--- config.mk ---
export PLATFORM = sky130hd
export DESIGN_NAME = ysyx_2022040010_div
export DESIGN_NICKNAME = d
export VERILOG_FILES = /design/src/rtl/ysyx_2022040010_div_pkg.sv /design/src/rtl/ysyx_2022040010_add.sv /design/src/rtl/ysyx_2022040010_div.sv
export SDC_FILE = /design/constraint.sdc
export NUM_CORES = 1
export LEC_CHECK = 0
export BUFFER_PORTS_ARGS = -buffer_cell sky130_fd_sc_hd__buf_4
export CELL_PAD_IN_SITES_DETAIL_PLACEMENT = 0
export CELL_PAD_IN_SITES_GLOBAL_PLACEMENT = 1
export CORE_ASPECT_RATIO = 1.1
export CORE_MARGIN = 2
export CORE_UTILIZATION = 49
export DETAILED_ROUTE_END_ITERATION = 8
export PLACE_DENSITY_LB_ADDON = 0.1
export SYNTH_ARGS = -nofsm -noshare
export SYNTH_HDL_FRONTEND = slang
export SYNTH_SLANG_ARGS = --single-unit
--- constraint.sdc ---
create_clock -name clk -period 10.6 [get_ports clk]
set_clock_uncertainty 0.1 [all_clocks]
set_input_delay 1.59 -clock clk [delete_from_list [all_inputs] [get_ports clk]]
set_output_delay 1.59 -clock clk [all_outputs]
set_load 0.005 [all_outputs]
--- src/rtl/ysyx_2022040010_div_pkg.sv ---
// Shared types and constants for the RV64M divide unit.
package ysyx_2022040010_div_pkg;

    typedef enum logic [1:0] {
        ST_IDLE = 2'd0,
        ST_CALC = 2'd1,
        ST_FIX  = 2'd2,
        ST_DONE = 2'd3
    } div_state_e;

    localparam int unsigned DIV_ITER_64 = 64;
    localparam int unsigned DIV_ITER_32 = 32;

    localparam logic [63:0] MIN_NEG_64      = 64'h8000_0000_0000_0000;
    // Most negative 32-bit value as it appears after sign extension.
    localparam logic [63:0] MIN_NEG_32_SEXT = 64'hFFFF_FFFF_8000_0000;

    function automatic logic [63:0] sext32(input logic [31:0] x);
        return {{32{x[31]}}, x};
    endfunction

endpackage

--- src/rtl/ysyx_2022040010_add.sv ---
// 64-bit adder with carry in/out; alu_32 selects a 32-bit add with sign-extended sum.
module ysyx_2022040010_add (
    input  logic [63:0] a,
    input  logic [63:0] b,
    input  logic        in_c,
    input  logic        alu_32,
    output logic [63:0] sum,
    output logic        out_c
);

    logic [64:0] s64;
    logic [32:0] s32;

    always_comb begin
        s64 = {1'b0, a} + {1'b0, b} + {64'd0, in_c};
        s32 = {1'b0, a[31:0]} + {1'b0, b[31:0]} + {32'd0, in_c};
        if (alu_32) begin
            sum   = {{32{s32[31]}}, s32[31:0]};
            out_c = s32[32];
        end else begin
            sum   = s64[63:0];
            out_c = s64[64];
        end
    end

endmodule

--- src/rtl/ysyx_2022040010_div.sv ---
// Multi-cycle restoring radix-2 divider for DIV/DIVU/REM/REMU and their W forms.
// One quotient bit per CALC cycle; sign correction happens in a single FIX cycle.
module ysyx_2022040010_div
    import ysyx_2022040010_div_pkg::*;
#(
    parameter int unsigned XLEN = 64
) (
    input  logic            clk,
    input  logic            rst_n,
    input  logic            div_valid,
    output logic            div_ready,
    input  logic            div_signed,
    input  logic            div_rem,
    input  logic            div_32,
    input  logic [XLEN-1:0] dividend,
    input  logic [XLEN-1:0] divisor,
    input  logic            flush,
    output logic            out_valid,
    input  logic            out_ready,
    output logic [XLEN-1:0] result
);

    div_state_e      state;
    logic [XLEN-1:0] rem_q;
    logic [XLEN-1:0] quo_q;
    logic [XLEN-1:0] dvs_q;
    logic [6:0]      cnt;
    logic            q_neg;
    logic            r_neg;
    logic            is_32;
    logic            is_rem;

    logic            accept;
    logic [XLEN-1:0] a_ext, b_ext, abs_a, abs_b;
    logic            a_neg, b_neg;
    logic            is_zero, is_ovf;
    logic [XLEN-1:0] spec_res;

    assign accept = div_valid && div_ready && !flush;

    // Operand preparation and special-case detection, evaluated on the accept cycle.
    always_comb begin
        if (div_32) begin
            a_ext = div_signed ? sext32(dividend[31:0]) : {32'd0, dividend[31:0]};
            b_ext = div_signed ? sext32(divisor[31:0])  : {32'd0, divisor[31:0]};
        end else begin
            a_ext = dividend;
            b_ext = divisor;
        end
        a_neg   = div_signed & a_ext[XLEN-1];
        b_neg   = div_signed & b_ext[XLEN-1];
        abs_a   = a_neg ? (~a_ext + 64'd1) : a_ext;
        abs_b   = b_neg ? (~b_ext + 64'd1) : b_ext;
        is_zero = (b_ext == '0);
        is_ovf  = div_signed && (b_ext == '1) &&
                  (a_ext == (div_32 ? MIN_NEG_32_SEXT : MIN_NEG_64));
        if (is_zero) begin
            if (div_rem) spec_res = div_32 ? sext32(dividend[31:0]) : dividend;
            else         spec_res = '1;
        end else begin
            spec_res = div_rem ? '0 : a_ext;
        end
    end

    // Trial subtract: partial - divisor via partial + ~divisor + 1.
    logic [XLEN:0]   partial;
    logic [XLEN-1:0] diff;
    logic            carry;
    logic            ge;

    assign partial = {rem_q, quo_q[XLEN-1]};

    ysyx_2022040010_add u_add (
        .a      (partial[XLEN-1:0]),
        .b      (~dvs_q),
        .in_c   (1'b1),
        .alu_32 (1'b0),
        .sum    (diff),
        .out_c  (carry)
    );

    assign ge = partial[XLEN] | carry;

    logic [XLEN-1:0] q_fix, r_fix, sel, fix_res;

    always_comb begin
        q_fix   = q_neg ? (~quo_q + 64'd1) : quo_q;
        r_fix   = r_neg ? (~rem_q + 64'd1) : rem_q;
        sel     = is_rem ? r_fix : q_fix;
        fix_res = is_32 ? sext32(sel[31:0]) : sel;
    end

    always_ff @(posedge clk or negedge rst_n) begin
        if (!rst_n) begin
            state     <= ST_IDLE;
            div_ready <= 1'b1;
            out_valid <= 1'b0;
            result    <= '0;
            rem_q     <= '0;
            quo_q     <= '0;
            dvs_q     <= '0;
            cnt       <= '0;
            q_neg     <= 1'b0;
            r_neg     <= 1'b0;
            is_32     <= 1'b0;
            is_rem    <= 1'b0;
        end else if (flush) begin
            state     <= ST_IDLE;
            div_ready <= 1'b1;
            out_valid <= 1'b0;
        end else begin
            case (state)
                ST_IDLE: begin
                    if (accept) begin
                        div_ready <= 1'b0;
                        is_32     <= div_32;
                        is_rem    <= div_rem;
                        q_neg     <= a_neg ^ b_neg;
                        r_neg     <= a_neg;
                        if (is_zero || is_ovf) begin
                            state     <= ST_DONE;
                            out_valid <= 1'b1;
                            result    <= spec_res;
                        end else begin
                            state <= ST_CALC;
                            rem_q <= '0;
                            // W forms are left-justified so the same 64-step shifter serves both widths.
                            quo_q <= div_32 ? {abs_a[31:0], 32'd0} : abs_a;
                            dvs_q <= abs_b;
                            cnt   <= div_32 ? 7'(DIV_ITER_32) : 7'(DIV_ITER_64);
                        end
                    end
                end
                ST_CALC: begin
                    rem_q <= ge ? diff : partial[XLEN-1:0];
                    quo_q <= {quo_q[XLEN-2:0], ge};
                    cnt   <= cnt - 7'd1;
                    if (cnt == 7'd1) state <= ST_FIX;
                end
                ST_FIX: begin
                    state     <= ST_DONE;
                    out_valid <= 1'b1;
                    result    <= fix_res;
                end
                ST_DONE: begin
                    if (out_ready) begin
                        state     <= ST_IDLE;
                        out_valid <= 1'b0;
                        div_ready <= 1'b1;
                    end
                end
                default: state <= ST_IDLE;
            endcase
        end
    end

endmodule
==> reports/qor.yml, run 1 <==
run_status:
  status: "complete, no violations"
floorplanning:
  dieArea_sq_um: 50430
  std_cell_rows: 84
  pin_count: 202
  core_sq_um: 47930
  die_h_um: 235.3
  start_util_pct: 49.74
  die_x_um: 214.3
clocking:
  cts.repair.resized: 0
  clock_sinks: 271
  cts.hold.buffers_added: 0
  cts_root_buf: "clkbuf_16"
  htree_levels: 2
  cts.clk_slew.worst_paths_ns: 0.05
  insertion_delay_ns: 0.57
  numCtsBuffers: 35
  cts_tree: "built"
  clockBufferDepth: 3
  post_cts_buffers: 0
worst_setup_path:
  crit_type: "primary input to register"
  r2r_cells: 15
  r2r-end: "rem_q[63]"
  reg2reg_setup_slack_ns: 5.56
  critical_path.startpoint: "divisor[12]"
  cp_slowest_stage_delay_ns: 0.79
  crit_top_cell: "buf_4"
  startpoint_type: "primary input"
  required_ns: 10.88
  timing.rr.start: "quo_q[63]"
  cp_data_arrival_time_ns: 6.67
  cp_cell_sequence: "buf_4 > or4_4 > or4b_1 > or2_2 > nor4_1 > a41oi_1 > nand2b_4 > and2_4 > buf_4 > nor2_1 > o21ai_0 > o221ai_1"
  crit_fanout: 88
  cp-end-kind: "register"
  endpoint: "cnt[6]"
  cp_slowest_cell: "nor4_1"
global_route:
  grt_pass1_vias: 22820
  gr-total-overflow: 0
  grt_pass1_wl_mm: 131.8
  antenna_found_initial: 1
  grt_max_degree: 109
  track_usage_pct: 32.84
drt:
  wl_per_cell_um: 21.35
  drc: 0
  drt_iter0_markers: 2425
  num_vias: 24640
  postRouteAntennaNets: 0
  wl_mm: 85.05
  firstDrtPassIters: 6
  vias_per_cell: 6.185
synthesis:
  synth_cells: 3266
  synth_area_per_cell_sq_um: 7.298
  yosysMostFrequentCell: "nand2_1"
  ys_ff_latch: 271
  synthArstFlopShare_pct: 100.0
  synth-edff-count: 0
  synth.cell_area_sq_um: 23840
  synth_area_leaders: "dfrtp_1 (28%), o21ai_0 (7.7%), nand2_1 (6.7%)"
  netlist_top_cells_count: "nand2_1 (423), o21ai_0 (367), nor2_1 (331), a21oi_1 (313), dfrtp_1 (270)"
  synth_cell_types: 77
  yosys.area.top_type_share_pct: 28.34
  synthFlopType: "dfrtp_1"
  synth_top_area_cell: "dfrtp_1"
  ys_seq_area_share_pct: 28.46
  syn_nets: 3478
  ys.warnings.count: 0
finish:
  fill_cells: 4676
  seqCellArea_sq_um: 6784
  nets: 3524
  multi_input_area_sq_um: 15720
  drive_gt1_share_pct: 9.772
  syn_to_final_growth_pct: 12.03
placed_design:
  io_buffers: 201
  gp_congestion: 0.9528
  place_hpwl_mm: 63.90
job:
  cap_violations: 0
pwr:
  p_leak_nw: 11.07
  p_per_area_nw_per_um2: 302.5
  ir_drop_uv: 232.2
min_path:
  hp-class: "register to register"
  whs_path_depth: 2
timing:
  worst_pin_slew_ns: 1.066
  drv_slew: 0
  finalCritPeriodShare_pct: 60.25
  fin_crit_ns: 6.387
  hold_violations: 0
  max_freq_mhz: 156.6
  setup_violations: 0
  maxSlewHeadroom_pct: 28.41
  holdWs_ns: 0.3754
  tns_ns: 0
  grt_setup_unrepaired: "false"
## state kept, by name, indices dropped and copies added (netlist names)
register and count:
state 2, r_neg 1, quo_q 64, out_valid 1, q_neg 1, result 64
is_32 1, dvs_q 64, cnt 7, div_ready 1, rem_q 64, is_rem 1
## through the flow
stage	instances	utilization, %	power, mW	setup WS, ns	instance area [sq um]
6_report	3984	55.72	8.077	4.213	26700
5_1_grt	3981	55.70	8.707	3.905	26700
4_1_cts	3981	55.70	8.008	4.244	26700
3_5_place_dp	3920	53.31	6.790	3.650	25550
3_3_place_gp	3920	53.31	6.713	3.731	25550
2_1_floorplan	3266	-	5.302	6.042	23840
## where the power goes
group	switching, mW	leakage [nW]	internal (mW)
combinational	3.05	7.12	1.82
sequential	0.539	3.39	1.47
clock	0.484	0.560	0.710
## logic make-up (layout without fill, tap and decap cells)
group	count (synthesis)	after routing	synth area share (%)
AND/OR/NAND/NOR	1115	1115	21.23
XOR/XNOR	303	303	11.13
flip-flops	271	271	28.46
multiplexers	23	23	0.9816
other	0	3	0
AO/OA/AOI/OAI	1123	1123	28.41
adder cells (fa/ha/maj)	76	76	4.021
buffers and inverters	355	425	5.769
## per-layer routing
layer / vias up / share of wire (%) / global-route usage, %
met5: - / 0 / 0
met4: 0 / 4.9 / 15.43
met3: 181 / 6.3 / 3.424
met2: 1015 / 45 / 52.62
met1: 11720 / 43 / 44.60
li1: 11720 / - / -
## area by class of cell
class / instances / area share (%)
multi-input combinational: 2640 / 58.88
sequential: 271 / 25.40
inverter: 134 / 1.884
antenna: 3 / 0.02811
tap: 645 / 3.022
clock inverter: 11 / 0.3842
clock buffer: 50 / 3.908
timing repair buffer: 230 / 6.494
## cells in the final DEF (no fill, tap or decap), types with 40 or more instances in the layout
| cell | Yosys | final |
|---|---|---|
| nand3_1 | 40 | 40 |
| nand4_1 | 43 | 43 |
| inv_1 | 131 | 131 |
| dfrtp_1 | 270 | 269 |
| xnor2_1 | 174 | 174 |
| nand2_1 | 423 | 421 |
| a211oi_1 | 92 | 92 |
| nor2_1 | 331 | 330 |
| or3_1 | 43 | 43 |
| o31ai_1 | 73 | 73 |
| buf_4 | 1 | 229 |
| nor3_1 | 76 | 76 |
| a21oi_1 | 313 | 313 |
| o21ai_0 | 367 | 367 |
| ha_1 | 75 | 73 |
| xor2_1 | 129 | 129 |
## critical path, delay by kind of cell
family,cells,cell delay [ns]
compound gates,3,0.81
buf+inv,2,0.92
simple gates,7,3.29
## how the worst min path moves through the flow
stage / endpoint / from / slack, ns
2_1_floorplan: dvs_q[23] / dvs_q[23] / 0.35
3_3_place_gp: result[28] / result[28] / 0.36
3_5_place_dp: result[57] / result[57] / 0.37
4_1_cts: result[3] / result[3] / 0.38
5_1_grt: dvs_q[61] / dvs_q[61] / 0.40
6_report: result[3] / result[3] / 0.38
(Power assumes the default switching activity.)
==> run 2, diff against run 1 <==
--- a/config.mk
+++ b/config.mk
@@ -10,7 +10,7 @@
 export CELL_PAD_IN_SITES_GLOBAL_PLACEMENT = 1
 export CORE_ASPECT_RATIO = 1.1
 export CORE_MARGIN = 2
-export CORE_UTILIZATION = 49
+export CORE_UTILIZATION = 45
 export DETAILED_ROUTE_END_ITERATION = 8
 export PLACE_DENSITY_LB_ADDON = 0.1
 export SYNTH_ARGS = -nofsm -noshare
==> constraint.sdc (replaced) <==
create_clock -name clk -period 6.2 [get_ports clk]
set_clock_uncertainty 0.1 [all_clocks]
set_input_delay 0.93 -clock clk [delete_from_list [all_inputs] [get_ports clk]]
set_output_delay 0.93 -clock clk [all_outputs]
set_load 0.005 [all_outputs]
==> run 2 against run 1 <==
Against the previous run:
- flip-flop and latch count unchanged
- cell count increased by 1.2%
- sequential share of layout area decreased by 0.25 points
- design area increased by 1.0%
- via count decreased by 0.83%
- sequential power increased by 71%
- die area increased by 8.7%
- clock-buffer cell count decreased by 2
- first-iteration DRC count decreased by 3.0%
- critical path type is now register to register
==> reports/qor.yml, run 2 (synthesis results as in run 1) <==
run_status:
  status: "complete, no violations"
worst_setup_path:
  timing.rr.start: "rem_q[21]"
  r2r_cells: 11
  reg2reg_setup_slack_ns: 1.28
  startpoint_type: "register"
  cp_data_arrival_time_ns: 5.23
  required_ns: 6.51
  cp-end-kind: "register"
  crit_type: "register to register"
  crit_fanout: 32
  r2r-end: "result[36]"
  critical_path.startpoint: "rem_q[21]"
timing:
  holdWs_ns: 0.3713
  drv_slew: 0
  fin_crit_ns: 4.917
  tns_ns: 0
  grt_setup_unrepaired: "false"
  setup_violations: 0
  hold_violations: 0
  finalCritPeriodShare_pct: 79.31
  max_freq_mhz: 203.4
  maxSlewHeadroom_pct: 16.90
  worst_pin_slew_ns: 1.244
finish:
  drive_gt1_share_pct: 10.35
  fill_cells: 5251
  multi_input_area_sq_um: 15730
  mostFrequentLayoutCell: "nand2_1"
  syn_to_final_growth_pct: 13.16
  layout.cells.non_filler: 4030
  nets: 3542
  seqCellArea_sq_um: 6785
  postLayoutCellArea_sq_um: 26970
  final_cell_mix: "nand2_1 (421), o21ai_0 (367), nor2_1 (330), a21oi_1 (313), dfrtp_1 (268)"
pwr:
  p_leak_nw: 11.21
  ir_drop_uv: 343.1
  p_per_area_nw_per_um2: 520.0
drt:
  vias_per_cell: 6.064
  wl_per_cell_um: 21.68
  drt_iter0_markers: 2352
  wl_mm: 87.36
  firstDrtPassIters: 5
  drc: 0
  postRouteAntennaNets: 0
  num_vias: 24440
floorplanning:
  std_cell_rows: 88
  core_sq_um: 52410
  start_util_pct: 45.48
  die_h_um: 245.4
  die_x_um: 223.4
  dieArea_sq_um: 54830
  pin_count: 202
global_route:
  gr-total-overflow: 0
  antenna_found_initial: 1
  grt_max_degree: 129
  grt_pass1_wl_mm: 133.7
  grt_pass1_vias: 22920
  track_usage_pct: 31.08
placed_design:
  placedCellCount: 3968
  place_hpwl_mm: 66.44
  io_buffers: 201
  placedInstanceArea_sq_um: 25790
  gp_congestion: 0.9415
min_path:
  hp-class: "primary input to async pin"
clocking:
  cts_tree: "built"
  insertion_delay_ns: 0.56
  numCtsBuffers: 35
  cts.repair.resized: 0
  cts.clk_slew.worst_paths_ns: 0.06
  post_cts_buffers: 0
  htree_levels: 2
  clock_sinks: 271
  cts_root_buf: "clkbuf_16"
  cts.hold.buffers_added: 0
  clockBufferDepth: 3
job:
  cap_violations: 0
run 2: cell types whose count changed in the layout (fill, tap and decap cells not counted), sizes merged:
cell and change:
diode -2, buf +18, clkinvlp -2, bufinv +2
clkbuf -2, clkinv +3, inv -1
run 2: cell type report:
cell class	instances	area share, %
diodes	1	0.009277
clock buffers	48	3.808
clock inverters	13	0.5566
inverters	134	1.865
multi-input cells	2640	58.31
flip-flops and latches	271	25.15
well taps	675	3.131
repair buffers	248	7.162
run 2: critical path: stages, from the launching register on:
cell and delay [ns]:
dfrtp_1 0.47, or4_1 0.58, nor3b_1 0.45, nand3_1 0.30, or3_1 0.39, o41ai_1 0.34
xor2_1 0.22, a21oi_1 0.12, nand2_1 0.12, nand2_1 0.70, a221oi_1 0.85, o31ai_1 0.12
run 2: per-layer routing:
metal / vias up / GRT usage, % / share of wire (%)
li1: 11790 / - / -
met1: 11610 / 42.26 / 44
met2: 882 / 50.27 / 46
met3: 154 / 3.895 / 6.1
met4: 0 / 12.31 / 3.9
met5: - / 0 / 0
run 2: worst max-delay path by stage:
stage / endpoint / cells past startpoint
finish: result[36] / 11
detailed placement: rem_q[55] / 12
global placement: rem_q[1] / 12
floorplan: result[39] / 12
CTS: result[36] / 11
global route: result[36] / 11
run 2: power by group:
part,switching (mW),leakage [nW],internal (mW),total [mW]
combinational,5.26,7.23,3.21,8.48
sequential,0.907,3.39,2.52,3.43
clock,0.838,0.583,1.28,2.12
total,7.01,11.2,7.02,14.0
run 2: stage by stage:
stage / power [mW] / util [%] / setup WS [ns]
after CTS: 13.95 / 51.46 / 1.386
after floorplan: 9.065 / - / 2.302
after detailed placement: 11.79 / 49.22 / 0.8769
after global placement: 11.68 / 49.21 / 0.8318
final: 14.03 / 51.47 / 1.283
after global routing: 15.13 / 51.46 / 1.000
